===== config.mk =====
export PLATFORM = sky130hd
export DESIGN_NAME = eu_logic_seq_flat
export DESIGN_NICKNAME = d
export VERILOG_FILES = /design/src/rtl/eu_logic_if.sv /design/src/rtl/eu_logic_seq.sv /design/src/flat_wrapper.sv
export SDC_FILE = /design/constraint.sdc
export NUM_CORES = 1
export LEC_CHECK = 0
export ABC_AREA = 1
export BUFFER_PORTS_ARGS = -buffer_cell sky130_fd_sc_hd__buf_4
export CORE_ASPECT_RATIO = 1.4
export CORE_UTILIZATION = 40
export CTS_CLUSTER_SIZE = 14
export DETAILED_ROUTE_END_ITERATION = 8
export PLACE_DENSITY = 0.68
export SLEW_MARGIN = 15
export SYNTH_ARGS = -nofsm -noshare
export SYNTH_HDL_FRONTEND = slang
export SYNTH_SLANG_ARGS = --single-unit

===== constraint.sdc =====
create_clock -name clk -period 1.6 [get_ports clk]
set_input_delay 0.24 -clock clk [delete_from_list [all_inputs] [get_ports clk]]
set_output_delay 0.24 -clock clk [all_outputs]
set_load 0.02 [all_outputs]

===== src/rtl/eu_logic_if.sv =====
// Control-unit handshake and operand bus for the logic execution unit.
interface eu_logic_if #(
    parameter int BUS_WIDTH = 8
);
    logic                 start;
    logic [3:0]           op_select;
    logic [BUS_WIDTH-1:0] A;
    logic [BUS_WIDTH-1:0] B;
    logic                 busy;
    logic                 done;
    logic [BUS_WIDTH-1:0] data_out;
    logic                 zero;
    logic                 carry;

    modport master (
        output start, op_select, A, B,
        input  busy, done, data_out, zero, carry
    );

    modport slave (
        input  start, op_select, A, B,
        output busy, done, data_out, zero, carry
    );
endinterface


===== src/rtl/eu_logic_seq.sv =====
// Logic execution unit: single-cycle bitwise ops and
// bit-serial shift/rotate with start/busy/done handshake.
module eu_logic_seq #(
    parameter int BUS_WIDTH = 8
) (
    input  logic       clk,
    input  logic       rst_n,
    eu_logic_if.slave  bus
);
    localparam int SHAMT_W = $clog2(BUS_WIDTH);
    localparam logic [SHAMT_W-1:0] CNT_ONE = SHAMT_W'(1);

    typedef enum logic {IDLE, SHIFT} state_e;

    state_e               state_q, state_d;
    logic [BUS_WIDTH-1:0] acc_q, acc_d;
    logic [BUS_WIDTH-1:0] data_q, data_d;
    logic [SHAMT_W-1:0]   cnt_q, cnt_d;
    logic [1:0]           op_q, op_d;
    logic                 cint_q, cint_d;
    logic                 done_q, done_d;
    logic                 zero_q, zero_d;
    logic                 carry_q, carry_d;

    logic [BUS_WIDTH-1:0] logic_res;
    logic [BUS_WIDTH-1:0] step_acc;
    logic                 step_carry;

    always_comb begin
        logic_res = '0;
        unique case (bus.op_select[1:0])
            2'b00: logic_res = bus.A & bus.B;
            2'b01: logic_res = bus.A | bus.B;
            2'b10: logic_res = bus.A ^ bus.B;
            2'b11: logic_res = ~bus.A;
        endcase
    end

    // One bit position per cycle; carry is the bit leaving (or wrapping).
    always_comb begin
        step_acc   = acc_q;
        step_carry = 1'b0;
        unique case (op_q)
            2'b00: begin
                step_acc   = {acc_q[BUS_WIDTH-2:0], 1'b0};
                step_carry = acc_q[BUS_WIDTH-1];
            end
            2'b01: begin
                step_acc   = {1'b0, acc_q[BUS_WIDTH-1:1]};
                step_carry = acc_q[0];
            end
            2'b10: begin
                step_acc   = {acc_q[BUS_WIDTH-2:0], acc_q[BUS_WIDTH-1]};
                step_carry = acc_q[BUS_WIDTH-1];
            end
            2'b11: begin
                step_acc   = {acc_q[0], acc_q[BUS_WIDTH-1:1]};
                step_carry = acc_q[0];
            end
        endcase
    end

    always_comb begin
        state_d = state_q;
        acc_d   = acc_q;
        cnt_d   = cnt_q;
        op_d    = op_q;
        cint_d  = cint_q;
        data_d  = data_q;
        zero_d  = zero_q;
        carry_d = carry_q;
        done_d  = 1'b0;
        unique case (state_q)
            IDLE: begin
                if (bus.start && bus.op_select[3]) begin
                    if (!bus.op_select[2]) begin
                        data_d  = logic_res;
                        zero_d  = (logic_res == '0);
                        carry_d = 1'b0;
                        done_d  = 1'b1;
                    end else begin
                        acc_d   = bus.A;
                        cnt_d   = bus.B[SHAMT_W-1:0];
                        op_d    = bus.op_select[1:0];
                        cint_d  = 1'b0;
                        state_d = SHIFT;
                    end
                end
            end
            SHIFT: begin
                if (cnt_q != '0) begin
                    acc_d  = step_acc;
                    cint_d = step_carry;
                    cnt_d  = cnt_q - CNT_ONE;
                end else begin
                    data_d  = acc_q;
                    zero_d  = (acc_q == '0);
                    carry_d = cint_q;
                    done_d  = 1'b1;
                    state_d = IDLE;
                end
            end
            default: state_d = IDLE;
        endcase
    end

    always_ff @(posedge clk or negedge rst_n) begin
        if (!rst_n) begin
            state_q <= IDLE;
            acc_q   <= '0;
            cnt_q   <= '0;
            op_q    <= '0;
            cint_q  <= 1'b0;
            data_q  <= '0;
            zero_q  <= 1'b1;
            carry_q <= 1'b0;
            done_q  <= 1'b0;
        end else begin
            state_q <= state_d;
            acc_q   <= acc_d;
            cnt_q   <= cnt_d;
            op_q    <= op_d;
            cint_q  <= cint_d;
            data_q  <= data_d;
            zero_q  <= zero_d;
            carry_q <= carry_d;
            done_q  <= done_d;
        end
    end

    assign bus.busy     = (state_q == SHIFT);
    assign bus.done     = done_q;
    assign bus.data_out = data_q;
    assign bus.zero     = zero_q;
    assign bus.carry    = carry_q;
endmodule


===== src/flat_wrapper.sv =====
// flat-port wrapper written by rule: the top's interface ports become plain ports
module eu_logic_seq_flat 
#(
    parameter int BUS_WIDTH = 8
)
  (clk, rst_n, bus_start, bus_op_select, bus_A, bus_B, bus_busy, bus_done, bus_data_out, bus_zero, bus_carry);
  eu_logic_if #(.BUS_WIDTH(BUS_WIDTH)) bus_i ();
  input  logic clk;
  input  logic rst_n;
  input wire logic [$bits(bus_i.start)-1:0] bus_start;
  input wire logic [$bits(bus_i.op_select)-1:0] bus_op_select;
  input wire logic [$bits(bus_i.A)-1:0] bus_A;
  input wire logic [$bits(bus_i.B)-1:0] bus_B;
  output wire logic [$bits(bus_i.busy)-1:0] bus_busy;
  output wire logic [$bits(bus_i.done)-1:0] bus_done;
  output wire logic [$bits(bus_i.data_out)-1:0] bus_data_out;
  output wire logic [$bits(bus_i.zero)-1:0] bus_zero;
  output wire logic [$bits(bus_i.carry)-1:0] bus_carry;
  assign bus_i.start = bus_start;
  assign bus_i.op_select = bus_op_select;
  assign bus_i.A = bus_A;
  assign bus_i.B = bus_B;
  assign bus_busy = bus_i.busy;
  assign bus_done = bus_i.done;
  assign bus_data_out = bus_i.data_out;
  assign bus_zero = bus_i.zero;
  assign bus_carry = bus_i.carry;
  eu_logic_seq #(.BUS_WIDTH(BUS_WIDTH)) u_core (.clk(clk), .rst_n(rst_n), .bus(bus_i));
endmodule

==> out/qor.yml, run 1 <==
placed_design:
  numPortBuffers: 34
  gp_congestion: 0.870
  dpl_cell_area_sq_mm: 0.00223
  hpwl_microns: 3300
  dp_slack_ns: 0.0720
  dp_cells: 340
worst_setup_path:
  worstSetupPathType: "reg -> reg"
  reg2reg_setup_slack_ns: 0.15
  path_cells: "inv_1, ha_1, a21oi_1, inv_1, nand2_1, buf_12, nor2_1, a31oi_1"
  cpLargestDelayFamily: "flip-flops"
  start_kind: "flop"
  reg2reg_from: "u_core.cnt_q[0]"
  crit_path_end_kind: "flop"
  path_max_fanout: 14
  cp.required_ns: 1.79
  worst-path-buf-inv: 3
  cp_common_cell: "inv_1"
  timing.rr.end: "u_core.acc_q[1]"
  crit_arrival_ns: 1.64
  slowest_stage: "dfrtp_1"
  max_stage_delay_ns: 0.35
  r2r_cells: 8
worst_hold_path:
  hold_start: "bus_A[3]"
  worstHoldPathCells: 3
  hp-class: "in -> reg"
  holdPathEnd: "u_core.acc_q[3]"
route:
  post-route-drc-count: 0
  antenna_left: 0
  viasPerCell: 5.00
  num_vias: 1725
  first_pass_iters: 4
  routedWlPerCell_microns: 12.3
  wl_microns: 4240
  drt_iter0_drc: 84
yosys:
  synth_area_per_cell_sq_um: 7.69
  synth_warnings: 0
  synth-edff-count: 0
  ys_seq_area_frac: 0.338
  netlist-cell-type-count: 35
  synth_seq_cells: 26
  synth_top_flop_cell: "dfrtp_1"
  syn_nets: 292
  async_flop_share: 1.00
  netlist_area_sq_mm: 0.00193
  syn_inst: 251
timing:
  min_period_over_period: 0.907
  worst_slack_ns: 0.149
  fmax_ghz: 0.689
  skew_ns: 0.00413
  rsz0062_at_grt: "no"
  hold_viol_final: 0
  tns_ns: 0
  slew_headroom: 0.768
  maxSlewViolCount: 0
  setup_viol: 0
  worst_pin_slew_ns: 0.348
  period_minus_slack_ns: 1.45
  holdWs_ns: 0.235
final_layout:
  design_area_sq_mm: 0.00231
  diodes: 0
  final_cell_mix: "buf_4 (38), inv_1 (35), nand2_1 (33)"
  syn_to_final_growth_pct: 20.0
  fin_nets: 325
  stdcell_count: 345
  drive_above_1_share: 0.223
  final_common_cell: "buf_4"
  fillers: 475
  fin_util: 0.506
grt:
  grt_overflow_total: 0
  grt_usage: 0.181
  antenna_found_initial: 0
  grt_pass1_wl_microns: 7090
  grt_pass1_vias: 1542
  grt_max_degree: 28
job:
  max_cap_viol_count: 0
power_and_ir_drop:
  cellLeakagePower_nw: 1.16
  peakVddDrop_uv: 447
  power_density_mw_per_mm2: 1550
  p_total_mw: 3.59
clock_tree:
  clk_pin_slew_ns: 0.10
  insertion_delay_ns: 0.28
  htreeDepth: 1
  cts-resized-gates: 0
  hold_buffers: 1
  cts_tree: "built"
  clock-sinks: 26
  numCtsBuffers: 3
  postCtsSetupBuffers: 0
  root_buffer: "clkbuf_8"
  cts_buffer_depth: 2
floorplan:
  design.core.area_sq_mm: 0.00457
  start_util: 0.422
  dieHeight_microns: 84.2
  fp.dieW_microns: 60.7
  pin_count: 35
  rows: 29
  dieArea_sq_mm: 0.00511
run_status:
  status: "completed"
[cells by family after synthesis]
kind of cell | share of synthesized area
buffers and inverters | 0.123
adders and majority gates | 0.117
AOI/OAI and AO/OA | 0.185
and+or+nand+nor | 0.238
DFF | 0.338
[flip-flops by register name, summed over array words and instances, names as in the netlist]
| signal | flops |
|---|---|
| u_core.bus.data_out | 8 |
| u_core.bus.done | 1 |
| u_core.acc_q | 8 |
| u_core.op_q | 2 |
| u_core.cint_q | 1 |
| u_core.cnt_q | 3 |
| u_core.bus.zero | 1 |
| u_core.bus.carry | 1 |
| u_core.bus.busy | 1 |
[worst reg2reg max path, delay by kind of cell (launching register included)]
family	cells	cell delay [ns]
simple gates	2	0.20
fa+ha+maj	1	0.19
compound gates	2	0.33
flops	1	0.35
buf+inv	3	0.30
[per-layer routing]
metal | vias up | GRT usage | wire [microns]
met3 | 4 | 0.00924 | 93
li1 | 898 | - | -
met1 | 786 | 0.250 | 1960
met2 | 37 | 0.292 | 2110
met4 | 0 | 0.0702 | 77
met5 | - | 0 | 0
[synth_stat cells (all sizes together), types with 2 or more instances]
master | number | area share
nor3 | 3 | 0.010
or2 | 2 | 0.0065
nor2 | 23 | 0.049
nand2 | 34 | 0.070
clkbuf | 4 | 0.0078
inv | 40 | 0.082
a31oi | 4 | 0.013
o211ai | 5 | 0.019
ha | 18 | 0.12
nand3b | 3 | 0.012
nand4 | 2 | 0.0097
a21oi | 14 | 0.038
o21ai | 36 | 0.093
dfrtp | 25 | 0.32
buf | 8 | 0.033
nand3 | 23 | 0.078
[where the power goes]
part / internal, mW / switching, mW
clock: 0.335 / 0.222
sequential: 0.979 / 0.232
combinational: 0.724 / 1.10
total: 2.04 / 1.55
[cell type report]
cell class / instances / area [sq um] / area share
well taps: 62 / 77.6 / 0.0335
clock inverters: 1 / 30.0 / 0.0130
inverters: 40 / 158 / 0.0681
flip-flops and latches: 26 / 652 / 0.282
multi-input cells: 173 / 1040 / 0.450
clock buffers: 3 / 41.3 / 0.0178
repair buffers: 40 / 315 / 0.136
[worst max-delay path by stage]
stage / from / endpoint / slack [ns] / depth (start not counted)
finish: u_core.cnt_q[0] / u_core.acc_q[1] / 0.15 / 8
global route: u_core.cnt_q[0] / u_core.acc_q[7] / 0.02 / 8
CTS: u_core.cnt_q[0] / u_core.acc_q[1] / 0.17 / 8
detailed placement: bus_op_select[0] / u_core.bus.zero / 0.07 / 9
global placement: bus_op_select[0] / u_core.bus.zero / 0.1 / 9
floorplan: u_core.bus.busy / u_core.cnt_q[2] / 0.23 / 5
No activity file was read; power rests on OpenSTA's default activity.
==> run 2: changes to the inputs <==
--- a/config.mk
+++ b/config.mk
@@ -11,7 +11,7 @@
 export CORE_UTILIZATION = 40
 export CTS_CLUSTER_SIZE = 14
 export DETAILED_ROUTE_END_ITERATION = 8
-export PLACE_DENSITY = 0.68
+export PLACE_DENSITY = 0.7
 export SLEW_MARGIN = 15
 export SYNTH_ARGS = -nofsm -noshare
 export SYNTH_HDL_FRONTEND = slang
==> constraint.sdc (replaced) <==
create_clock -name clk -period 1.2 [get_ports clk]
set_input_delay 0.18 -clock clk [delete_from_list [all_inputs] [get_ports clk]]
set_output_delay 0.18 -clock clk [all_outputs]
set_load 0.05 [all_outputs]
==> out/qor.yml, run 2 (synthesized netlist as in run 1, its figures left out) <==
run_status:
  status: "finished, violations left"  # was completed
  failed_checks: "negative setup slack"
power_and_ir_drop:
  peakVddDrop_uv: 615  # was 447 uV
  clock_power_share: 0.092  # was 0.155
  p_total_mw: 6.20  # was 3.59 mW
  switchingPower_mw: 2.94  # was 1.55 mW
  comb_power_share: 0.637  # was 0.508
  p_sw_frac: 0.474  # was 0.433
  p_int_mw: 3.26  # was 2.04 mW
  power_density_mw_per_mm2: 2190  # was 1550 mW/mm^2
  cellLeakagePower_nw: 1.41  # was 1.16 nW
  pwr-share-seq: 0.271  # was 0.337
clock_tree:
  cts_buffer_depth: 2  # unchanged
  clk_pin_slew_ns: 0.09  # was 0.10 ns
  root_buffer: "clkbuf_8"  # unchanged
  cts_tree: "built"  # unchanged
  insertion_delay_ns: 0.27  # was 0.28 ns
  htreeDepth: 1  # unchanged
  clock-sinks: 26  # unchanged
  numCtsBuffers: 3  # unchanged
final_layout:
  diodes: 0  # unchanged
  stdcell_count: 387  # was 345
  fillers: 433  # was 475
  fin_nets: 367  # was 325
  drive_above_1_share: 0.391  # was 0.223
  design_area_sq_mm: 0.00283  # was 0.00231 sq mm
  final_cell_mix: "buf_4 (71), inv_1 (32), nand2_1 (27)"  # was buf_4 (38), inv_1 (35), nand2_1 (33)
  final_common_cell: "buf_4"  # unchanged
  syn_to_final_growth_pct: 46.7  # was 20.0%
  fin_util: 0.619  # was 0.506
grt:
  grt_pass1_vias: 1984  # was 1542
  grt_max_degree: 27  # was 28
  grt_usage: 0.217  # was 0.181
  grt_overflow_total: 0  # unchanged
  grt_pass1_wl_microns: 8600  # was 7090 microns
  antenna_found_initial: 0  # unchanged
worst_setup_path:
  crit_arrival_ns: 1.45  # was 1.64 ns
  r2r_cells: 8  # unchanged
  path_max_fanout: 7  # was 14
  reg2reg_setup_slack_ns: -0.09  # was 0.15 ns
  crit_path_end_kind: "flop"  # unchanged
  cp.required_ns: 1.36  # was 1.79 ns
  worstSetupPathType: "reg -> reg"  # unchanged
  start_kind: "flop"  # unchanged
timing:
  worst_pin_slew_ns: 0.361  # was 0.348 ns
  period_minus_slack_ns: 1.29  # was 1.45 ns
  hold_viol_final: 0  # unchanged
  min_period_over_period: 1.08  # was 0.907
  worst_slack_ns: -0.0926  # was 0.149 ns
  rsz0062_at_grt: "yes"  # was no
  fmax_ghz: 0.774  # was 0.689 GHz
  maxSlewViolCount: 0  # unchanged
  setup_viol: 20  # was 0
  skew_ns: 0.00110  # was 0.00413 ns
  slew_headroom: 0.756  # was 0.768
route:
  drt_iter0_drc: 60  # was 84
  first_pass_iters: 4  # unchanged
  wl_microns: 4870  # was 4240 microns
  antenna_left: 0  # unchanged
  viasPerCell: 4.97  # was 5.00
  routedWlPerCell_microns: 12.6  # was 12.3 microns
  num_vias: 1924  # was 1725
  post-route-drc-count: 0  # unchanged
worst_hold_path:
  hp-class: "in -> reg"  # unchanged
  worstHoldPathCells: 4  # was 3
placed_design:
  gp_congestion: 0.825  # was 0.870
  dp_cells: 380  # was 340
  dpl_cell_area_sq_mm: 0.00260  # was 0.00223 sq mm
  hpwl_microns: 3680  # was 3300 microns
  dp_slack_ns: -0.240  # was 0.0720 ns
  numPortBuffers: 34  # unchanged
floorplan:
  pin_count: 35  # unchanged
  start_util: 0.422  # unchanged
  design.core.area_sq_mm: 0.00457  # unchanged
  dieHeight_microns: 84.2  # unchanged
  fp.dieW_microns: 60.7  # unchanged
  dieArea_sq_mm: 0.00511  # unchanged
  rows: 29  # unchanged
job:
  max_cap_viol_count: 0  # unchanged
-- run 2: path summary, 6_finish.rpt --
check,from,to
max,u_core.cnt_q[0],u_core.acc_q[6]
min,bus_A[5],u_core.acc_q[5]
max reg2reg,u_core.cnt_q[0],u_core.acc_q[6]
min reg2reg,u_core.cint_q,u_core.cint_q
max in group asynchronous,rst_n,u_core.bus.zero
min in group asynchronous,rst_n,u_core.acc_q[6]
-- run 2: critical path: stages (launching register included) --
cell      delay, ns
dfrtp_1        0.39
inv_2          0.08
ha_4           0.13
a21oi_2        0.04
inv_2          0.11
nand2_8        0.10
buf_12         0.15
o211ai_1       0.07
o21ai_1        0.09
-- run 2: final cells by class --
class | instances | area [sq um] | area share
Tap cell | 62 | 77.6 | 0.0274
Clock buffer | 4 | 55.1 | 0.0195
Timing Repair Buffer | 82 | 711 | 0.251
Sequential cell | 26 | 653 | 0.231
Inverter | 40 | 168 | 0.0592
Multi-Input combinational cell | 173 | 1170 | 0.412
-- run 2: routing by layer --
layer,global-route usage,routed length (microns),vias to the layer above
li1,-,-,977
met1,0.256,2030,903
met2,0.397,2670,40
met3,0.0139,119,4
met4,0.0744,45,0
met5,0,0,-
-- run 2: repair_timing --
action / 4_1_cts / 5_1_grt
cloned: 1 / 0
pin swaps: 4 / 2
buffers inserted: 0 / 1
setup endpoints to repair: 21 / 24
hold buffers: 1 / 0
resized for setup: 19 / 19
endpoints found under the hold margin: 25 / 0
-- run 2: power groups by stage --
stage / clock network (mW) / logic, mW / registers [mW]
2_1_floorplan: 0 / 1.60 / 2.20
3_3_place_gp: 0 / 3.29 / 1.64
3_5_place_dp: 0 / 3.34 / 1.64
4_1_cts: 0.572 / 3.68 / 1.64
5_1_grt: 0.608 / 4.30 / 1.73
6_report: 0.568 / 3.95 / 1.68
-- run 2: per-stage QoR --
step,setup TNS [ns],hold slack [ns]
after floorplan,-2.77,-0.116
after global placement,-1.61,0.102
after detailed placement,-2.23,0.105
after CTS,-0.886,0.279
after global routing,-2.97,0.287
final,-1.17,0.280
